$ cat src/rtl/jacaranda_int_ctrl.sv
// jacaranda_int_ctrl - priority interrupt controller for the jacaranda-8.
//
// Collects up to eight rising-edge interrupt sources and shares the CPU's
// single interrupt request line between them. Source 0 has the highest
// priority. There is no nesting: one source is in flight from request until
// software writes end-of-interrupt. Edges arriving meanwhile accumulate in PEND.
//
// Register map (BASE_ADDR + offset):
//   +0 PEND  : pending bits, write-1-to-clear
//   +1 MASK  : enable bits, 1 = enabled
//   +2 STAT  : {in_service, requesting, 3'b0, id[2:0]}; any write is EOI
//   +3 VBASE : vector base; int_vec = VBASE + 4*id (8-bit wrap-around)
// Bits at or above NSRC read as 0 and ignore writes.
//
// Configuration macro: INTC_SYNC_EN
//   defined   - each src bit passes through a 2-flop synchronizer before edge
//               detection (asynchronous pads); adds 2 cycles of latency.
//   undefined - src feeds edge detection directly and must be synchronous.
//
// Ports:
//   clock    in  : system clock, rising edge
//   reset    in  : synchronous, active-high
//   src      in  : NSRC interrupt sources, rising-edge sensitive
//   addr     in  : data-bus address
//   w_data   in  : write data
//   w_en     in  : write strobe
//   r_data   out : combinational read data, 0 when the address is not ours
//   r_hit    out : combinational, high when addr is in BASE..BASE+3
//   int_ack  in  : one-cycle pulse when the CPU vectors to int_vec
//   int_req  out : registered interrupt request
//   int_vec  out : registered handler address, valid while int_req is high

module jacaranda_int_ctrl #(
    parameter int          NSRC      = 4,
    parameter logic [7:0]  BASE_ADDR = 8'd244
) (
    input  logic            clock,
    input  logic            reset,
    input  logic [NSRC-1:0] src,
    input  logic [7:0]      addr,
    input  logic [7:0]      w_data,
    input  logic            w_en,
    output logic [7:0]      r_data,
    output logic            r_hit,
    input  logic            int_ack,
    output logic            int_req,
    output logic [7:0]      int_vec
);

    // Bits that correspond to implemented sources.
    localparam logic [7:0] SRC_VALID = 8'((16'd1 << NSRC) - 16'd1);

    typedef enum logic [1:0] {
        ST_IDLE    = 2'd0,
        ST_REQ     = 2'd1,
        ST_SERVICE = 2'd2
    } state_t;

    state_t      state_r;
    logic [7:0]  pend_r;
    logic [7:0]  mask_r;
    logic [7:0]  vbase_r;
    logic [2:0]  id_r;
    logic [7:0]  src_q_r;

    logic [7:0]  src_ext_s;
    logic [7:0]  src_s;
    logic [7:0]  rise_s;
    logic [7:0]  offset_s;
    logic        hit_s;
    logic        wr_pend_s;
    logic        wr_mask_s;
    logic        wr_eoi_s;
    logic        wr_vbase_s;
    logic        ack_fire_s;
    logic [7:0]  clr_s;
    logic [7:0]  arb_s;
    logic [2:0]  arb_id_s;
    logic [7:0]  rd_s;

    // Index of the lowest set bit (highest priority); 0 when none are set.
    function automatic logic [2:0] lowest_idx(input logic [7:0] v);
        logic [2:0] r;
        r = 3'd0;
        for (int i = 7; i >= 0; i--) begin
            if (v[i]) begin
                r = 3'(i);
            end else begin
                r = r;
            end
        end
        return r;
    endfunction

    // Zero-extend the source vector to the 8-bit register width.
    always_comb begin
        src_ext_s = 8'h00;
        for (int i = 0; i < NSRC; i++) begin
            src_ext_s[i] = src[i];
        end
    end

`ifdef INTC_SYNC_EN
    logic [7:0] sync1_r;
    logic [7:0] sync2_r;

    // Two-flop synchronizer for asynchronous source pads.
    always_ff @(posedge clock) begin
        if (reset) begin
            sync1_r <= 8'h00;
            sync2_r <= 8'h00;
        end else begin
            sync1_r <= src_ext_s;
            sync2_r <= sync1_r;
        end
    end

    assign src_s = sync2_r;
`else
    assign src_s = src_ext_s;
`endif

    // Address decode; BASE_ADDR <= 252 keeps BASE+3 inside the 8-bit space.
    always_comb begin
        offset_s   = addr - BASE_ADDR;
        hit_s      = (addr >= BASE_ADDR) && (offset_s < 8'd4);
        wr_pend_s  = w_en && hit_s && (offset_s[1:0] == 2'd0);
        wr_mask_s  = w_en && hit_s && (offset_s[1:0] == 2'd1);
        wr_eoi_s   = w_en && hit_s && (offset_s[1:0] == 2'd2);
        wr_vbase_s = w_en && hit_s && (offset_s[1:0] == 2'd3);
    end

    // Edge detect, clear sources and arbitration inputs.
    always_comb begin
        rise_s     = src_s & ~src_q_r & SRC_VALID;
        ack_fire_s = (state_r == ST_REQ) && int_ack;
        clr_s      = 8'h00;
        if (wr_pend_s) begin
            clr_s = clr_s | w_data;
        end else begin
            clr_s = clr_s;
        end
        if (ack_fire_s) begin
            clr_s = clr_s | (8'h01 << id_r);
        end else begin
            clr_s = clr_s;
        end
        arb_s    = pend_r & mask_r;
        arb_id_s = lowest_idx(arb_s);
    end

    // Combinational register read mux.
    always_comb begin
        rd_s = 8'h00;
        if (hit_s) begin
            case (offset_s[1:0])
                2'd0:    rd_s = pend_r;
                2'd1:    rd_s = mask_r;
                2'd2:    rd_s = {(state_r == ST_SERVICE), (state_r == ST_REQ), 3'b000, id_r};
                2'd3:    rd_s = vbase_r;
                default: rd_s = 8'h00;
            endcase
        end else begin
            rd_s = 8'h00;
        end
    end

    assign r_data = rd_s;
    assign r_hit  = hit_s;

    // Pending, mask and vector-base registers plus the previous source sample.
    // A new edge is OR-ed in after the clears so that a coincident set wins.
    always_ff @(posedge clock) begin
        if (reset) begin
            pend_r  <= 8'h00;
            mask_r  <= 8'h00;
            vbase_r <= 8'h00;
            src_q_r <= 8'h00;
        end else begin
            src_q_r <= src_s;
            pend_r  <= ((pend_r & ~clr_s) | rise_s) & SRC_VALID;
            if (wr_mask_s) begin
                mask_r <= w_data & SRC_VALID;
            end
            if (wr_vbase_s) begin
                vbase_r <= w_data;
            end
        end
    end

    // Request/service state machine with registered int_req and int_vec.
    // The id is latched on REQ entry and never re-arbitrated before the ack.
    always_ff @(posedge clock) begin
        if (reset) begin
            state_r <= ST_IDLE;
            id_r    <= 3'd0;
            int_req <= 1'b0;
            int_vec <= 8'h00;
        end else begin
            case (state_r)
                ST_IDLE: begin
                    if (arb_s != 8'h00) begin
                        state_r <= ST_REQ;
                        id_r    <= arb_id_s;
                        int_vec <= vbase_r + {3'b000, arb_id_s, 2'b00};
                        int_req <= 1'b1;
                    end
                end
                ST_REQ: begin
                    if (int_ack) begin
                        state_r <= ST_SERVICE;
                        int_req <= 1'b0;
                    end
                end
                ST_SERVICE: begin
                    if (wr_eoi_s) begin
                        state_r <= ST_IDLE;
                    end
                end
                default: begin
                    state_r <= ST_IDLE;
                    int_req <= 1'b0;
                end
            endcase
        end
    end

endmodule

$ cat config.mk
export PLATFORM = sky130hd
export DESIGN_NAME = jacaranda_int_ctrl
export DESIGN_NICKNAME = d
export VERILOG_FILES = /design/src/rtl/jacaranda_int_ctrl.sv
export SDC_FILE = /design/constraint.sdc
export NUM_CORES = 1
export LEC_CHECK = 0
export ABC_AREA = 0
export CAP_MARGIN = 10
export CORE_ASPECT_RATIO = 0.8
export CORE_UTILIZATION = 52
export CTS_CLUSTER_DIAMETER = 200
export DETAILED_ROUTE_END_ITERATION = 16
export GPL_TIMING_DRIVEN = 1
export PLACE_DENSITY = 0.84
export REMOVE_ABC_BUFFERS = 1
export SYNTH_ARGS = -nofsm -noshare
export SYNTH_HDL_FRONTEND = slang
export SYNTH_SLANG_ARGS = --single-unit
$ cat constraint.sdc
create_clock -name clock -period 5.35 [get_ports clock]
set_input_delay 1.07 -clock clock [delete_from_list [all_inputs] [get_ports clock]]
set_output_delay 1.07 -clock clock [all_outputs]
set_load 0.005 [all_outputs]
==> results.yml, run 1 <==
floorplanning:
  num_rows: 17
  dieArea_um2: 3390
  initial_core_util: 0.572
  die_height_um: 52.3
  design.core.area_um2: 2870
  fp.dieW_um: 64.8
  io_pins: 42
logic_synthesis:
  syn_area_um2: 1640
  synth_seq_cells: 33
  synth_area_leaders: "dfxtp_1, mux2i_1, nor2_1"
  synth_top_area_frac: 0.402
  syn_avg_cell_area_um2: 9.38
  async_reset_ff_frac: 0
  synth_seq_area_share: 0.402
  syn-instance-count: 175
  synthDistinctLibCells: 45
  yosysTopAreaCell: "dfxtp_1"
  synth_enable_flop_cells: 0
  synth_flop_cell: "dfxtp_1"
  ys_warn_count: 0
global_route:
  grt-ovfl-total: 0
  grt_pass1_wl_um: 6370
  track_usage: 0.260
  grt_pass1_vias: 1367
  grt_max_degree: 29
  antenna_found_initial: 0
worst_setup_path:
  crit_type: "in -> out"
  cp_common_cell: "clkdlybuf4s50_1"
  cp_slowest_cell: "clkdlybuf4s50_1"
  critPathBufInv: 2
  critical_path.max_stage_delay_ns: 0.79
  path_cells: "clkdlybuf4s50_1 -> mux4_2 -> and3_1 -> clkdlybuf4s50_1"
  critPathRequiredTime_ns: 4.28
  crit_family: "buffers and inverters"
  cp-end-kind: "output port"
  cp.arrival_ns: 3.07
  critPathMaxFanout: 12
  crit_path_start_kind: "input port"
job:
  max-cap-violations: 0
clock_network:
  h-tree-depth: 2
  cts_tree: "built"
  cts_resized: 0
  clk-insertion-delay-late_ns: 0.28
  hold_buffers: 0
  cts_setup_buffers: 0
  cts.sinks: 33
  clk_path_buf_depth: 2
  cts_root_buf: "clkbuf_8"
  clkTransAtPathRegs_ns: 0.06
  numCtsBuffers: 5
layout:
  layout.nets: 241
  seq_area_um2: 661
  layout-drive-gt1-share: 0.0654
  fill_cells: 230
  n_antenna_cell: 0
  syn2layout_area_growth_pct: 30.0
  multiInputGateArea_um2: 892
detailed_routing:
  antenna_left: 0
  vias_per_cell: 5.62
  drt_iter0_drc: 82
  wl_per_cell_um: 15.5
  drt_first_pass_iters: 4
  drc_errors: 0
  wirelength_um: 3910
  dr_total_vias: 1416
timing:
  tightestPinTransition_ns: 1.04
  final.period_utilization: 0.774
  setup_viol: 0
  rsz0062_at_grt: "no"
  slew_headroom: 0.305
  slew_violations: 0
  tns_ns: 0
  fmax_mhz: 241
  hold_viol_final: 0
  finalCriticalPeriod_ns: 4.14
  final.setup_skew_ns: 0.00532
placement:
  portBuffers: 41
  place.gp.congestion: 0.877
  hpwl_um: 2940
power_and_ir_drop:
  leakage_uw: 0.000838
  power_density_nw_per_um2: 225
  peakVddDrop_uv: 206
  totalPowerFinal_uw: 479
worst_hold_path:
  hp-class: "reg -> reg"
outcome:
  status: "finished, final reports clean"
-- metrics by stage --
| step | setup WS (ns) | cell area (µm²) | util | hold WS (ns) | std cells |
|---|---|---|---|---|---|
| after floorplan | 2.50 | 1590 | - | 0.436 | 166 |
| after global placement | 1.23 | 2050 | 0.713 | 0.444 | 245 |
| after detailed placement | 1.22 | 2050 | 0.713 | 0.451 | 245 |
| after CTS | 1.21 | 2130 | 0.743 | 0.465 | 252 |
| after global routing | 1.11 | 2130 | 0.743 | 0.503 | 252 |
| final | 1.21 | 2130 | 0.743 | 0.463 | 252 |
-- power breakdown --
group          leakage, µW  internal, µW  total (µW)  switching, µW
Clock            0.0000443           102         185           83.5
Sequential        0.000268           251         254           3.84
Combinational     0.000525          22.8        39.5           16.7
-- area by class of cell --
class	count	area share
multi-input combinational	123	0.418
timing repair buffer	41	0.192
tap	38	0.0223
inverter	10	0.0176
sequential	33	0.309
clock buffer	7	0.0404
-- placed cells by master, fill, tap and decap left out, drive strengths merged, types with 3 or more instances in the layout --
| master | instances |
|---|---|
| clkbuf | 7 |
| o21ai | 5 |
| nor4b | 4 |
| mux2i | 19 |
| nand2b | 3 |
| dfxtp | 33 |
| and3 | 6 |
| nor2 | 27 |
| clkdlybuf4s50 | 41 |
| a21oi | 10 |
| nand2 | 6 |
| a211oi | 4 |
| inv | 10 |
| nor2b | 5 |
-- kinds of logic (layout without fill, tap and decap cells) --
family / Yosys count / count (layout) / synth area share
AND/OR/NAND/NOR: 64 / 64 / 0.216
flip-flops: 33 / 33 / 0.402
AO/OA/AOI/OAI: 31 / 31 / 0.136
multiplexers: 21 / 21 / 0.143
buffers and inverters: 19 / 58 / 0.0541
XOR/XNOR: 4 / 4 / 0.0213
adder cells (fa/ha/maj): 3 / 3 / 0.0274
-- sequential cells by signal, summed over array words and instances (netlist names) --
register  cells
src_q_r       4
state_r       2
pend_r        4
id_r          2
mask_r        4
vbase_r       8
int_req       1
int_vec       8
-- worst paths after layout --
path | startpoint | end | slack [ns] | depth (start not counted)
worst min-delay path | int_req$_SDFFE_PP0P_ | int_req$_SDFFE_PP0P_ | 0.46 | 2
worst max-delay path | addr[0] | r_data[1] | 1.21 | 4
worst max register to register | pend_r[0]$_SDFF_PP0_ | int_vec[6]$_SDFFE_PP0P_ | 3.41 | 6
worst min register to register | int_req$_SDFFE_PP0P_ | int_req$_SDFFE_PP0P_ | 0.46 | 2
-- worst reg2reg max path, stage by stage, from the launching register on --
cell	delay, ns
dfxtp_1	0.35
a22o_1	0.31
or2b_1	0.28
fa_1	0.44
nor2_1	0.17
xnor2_1	0.15
a211oi_2	0.09
-- cell usage after synthesis, types with 2 or more instances --
cell	count
a211oi_1	2
a211oi_2	2
a21oi_1	10
a22o_1	2
and3_1	6
buf_2	2
buf_4	2
clkbuf_1	4
dfxtp_1	33
ha_1	2
inv_1	10
mux2i_1	19
mux4_2	2
nand2_1	5
nand2b_1	3
nor2_1	27
nor2b_1	5
nor3_1	2
nor4b_1	4
o21ai_0	4
o2bb2ai_1	2
o311ai_0	2
xnor2_1	2
xor2_1	2
-- per-layer routing --
layer	up-vias	global-route usage	wire (µm)
met1	667	0.327	1740
met2	48	0.436	1880
met5	-	0	0
li1	693	-	-
met4	0	0.115	73
met3	8	0.0522	211
Note: power is estimated with default switching activity, not from simulation.
==> run 2: changes to the inputs <==
--- a/config.mk
+++ b/config.mk
@@ -8,11 +8,11 @@
 export ABC_AREA = 0
 export CAP_MARGIN = 10
 export CORE_ASPECT_RATIO = 0.8
-export CORE_UTILIZATION = 52
+export CORE_UTILIZATION = 43
 export CTS_CLUSTER_DIAMETER = 200
 export DETAILED_ROUTE_END_ITERATION = 16
 export GPL_TIMING_DRIVEN = 1
-export PLACE_DENSITY = 0.84
+export PLACE_DENSITY = 0.74
 export REMOVE_ABC_BUFFERS = 1
 export SYNTH_ARGS = -nofsm -noshare
 export SYNTH_HDL_FRONTEND = slang
==> constraint.sdc (replaced) <==
create_clock -name clock -period 3.8 [get_ports clock]
set_input_delay 0.76 -clock clock [delete_from_list [all_inputs] [get_ports clock]]
set_output_delay 0.76 -clock clock [all_outputs]
set_load 0.005 [all_outputs]
==> results.yml, run 2 (same netlist as run 1, synthesis figures left out) <==
detailed_routing:
  antenna_left: 0
  vias_per_cell: 5.32
  drc_errors: 3
  drt_first_pass_iters: 10
  wirelength_um: 3900
  dr_total_vias: 1378
  wl_per_cell_um: 15.1
  drt_iter0_drc: 65
placement:
  portBuffers: 41
  hpwl_um: 2910
  dpl_cell_area_um2: 2070
  place.gp.congestion: 0.831
timing:
  fmax_mhz: 305
  hold_viol_final: 0
  slew_headroom: 0.633
  tns_ns: 0
  finalCriticalPeriod_ns: 3.28
  setup_viol: 0
  final.period_utilization: 0.863
  final.setup_skew_ns: 0.00457
  slew_violations: 0
  hold_slack_ns: 0.458
  rsz0062_at_grt: "no"
  tightestPinTransition_ns: 0.549
worst_hold_path:
  whs_path_depth: 2
  hp-start: "int_req$_SDFFE_PP0P_"
  worstHoldEndpoint: "int_req$_SDFFE_PP0P_"
  hp-class: "reg -> reg"
layout:
  layout-drive-gt1-share: 0.0691
  top_regs: "int_vec (8), vbase_r (8)"
  layout.cells.most_common: "clkdlybuf4s50_1"
  n_antenna_cell: 0
  layout.nets: 243
  syn2layout_area_growth_pct: 30.9
  final_cell_area_um2: 2150
  layout_common_cells: "clkdlybuf4s50_1, dfxtp_1, nor2_1"
clock_network:
  clk-insertion-delay-late_ns: 0.29
  cts_resized: 0
  cts.sinks: 33
  numCtsBuffers: 5
  h-tree-depth: 2
  cts_root_buf: "clkbuf_8"
  cts_setup_buffers: 0
  clk_path_buf_depth: 2
  hold_buffers: 0
  clkTransAtPathRegs_ns: 0.06
  cts_tree: "built"
global_route:
  track_usage: 0.205
  grt_max_degree: 16
  grt_pass1_vias: 1298
  antenna_found_initial: 0
  grt_pass1_wl_um: 6200
  grt-ovfl-total: 0
worst_setup_path:
  worst_r2r_endpoint: "int_vec[6]$_SDFFE_PP0P_"
  path_cells: "clkdlybuf4s50_1 -> mux4_2 -> and3_1 -> clkdlybuf4s50_1"
  cp_common_cell: "clkdlybuf4s50_1"
  critPathMaxFanout: 3
  cp-end-kind: "output port"
  crit_path_start_kind: "input port"
  timing.rr.start: "pend_r[3]$_SDFF_PP0_"
  regToRegSetupSlack_ns: 1.88
  reg2reg_depth: 8
  cp.arrival_ns: 2.52
  critPathRequiredTime_ns: 3.04
  crit_family: "buffers and inverters"
  crit_type: "in -> out"
  cp_slowest_cell: "clkdlybuf4s50_1"
  critPathBufInv: 2
  critical_path.max_stage_delay_ns: 0.59
power_and_ir_drop:
  pwr-share-clk: 0.378
  internal-power_uw: 516
  p_sw_frac: 0.228
  power.share.combinational: 0.086
  leakage_uw: 0.000842
  switchingPower_uw: 153
  seq_power_share: 0.536
  power_density_nw_per_um2: 311
  peakVddDrop_uv: 262
job:
  max-cap-violations: 0
floorplanning:
  io_pins: 42
  dieArea_um2: 4070
  die_height_um: 57.3
  initial_core_util: 0.463
  fp.dieW_um: 71.1
  num_rows: 19
  design.core.area_um2: 3540
outcome:
  status: "finished with violations"
  violations: "design-rule violations"
run 2: layer usage:
metal | track usage | share of wire | wire, µm | vias up
met3 | 0.0477 | 0.052 | 204 | 7
met1 | 0.262 | 0.48 | 1870 | 639
met5 | 0 | 0 | 0 | -
li1 | - | - | - | 695
met4 | 0.0943 | 0.012 | 48 | 0
met2 | 0.335 | 0.46 | 1780 | 37
run 2: worst max path at each step:
stage                 start  slack, ns  cells past startpoint         to
floorplan           addr[3]       1.57                      3  r_data[4]
global placement    addr[0]       0.52                      4  r_data[1]
detailed placement  addr[7]       0.54                      5  r_data[5]
CTS                 addr[0]       0.52                      4  r_data[1]
global route        addr[0]       0.43                      6  r_data[3]
finish              addr[0]       0.52                      4  r_data[1]
run 2: cell type report:
type	instances	area [µm²]
fill	312	1390
multi-input combinational	123	892
sequential	33	661
timing repair buffer	43	425
clock buffer	8	80.1
tap	42	52.6
inverter	10	37.5
run 2: through the flow:
stage          setup slack, ns  cells  power, µW   util
2_1_floorplan             1.57    166        382      -
3_3_place_gp             0.524    251        422  0.584
3_5_place_dp             0.539    251        423  0.584
4_1_cts                  0.525    259        677  0.606
5_1_grt                  0.425    259        695  0.606
6_report                 0.519    259        669  0.606
run 2: worst register-to-register path: stages, from the launching register on:
cell      delay [ns]
dfxtp_1         0.40
a32oi_1         0.15
a21oi_1         0.14
ha_1            0.21
inv_1           0.07
fa_1            0.42
nor2_1          0.15
xnor2_1         0.09
a211oi_2        0.22
run 2: power groups by stage:
| stage | clock, µW | sequential (µW) | combinational (µW) |
|---|---|---|---|
| after floorplan | 0 | 364 | 18.1 |
| after global placement | 0 | 366 | 56.1 |
| after detailed placement | 0 | 366 | 57.1 |
| after CTS | 261 | 358 | 57.5 |
| after global routing | 275 | 358 | 62.0 |
| final | 253 | 358 | 57.3 |
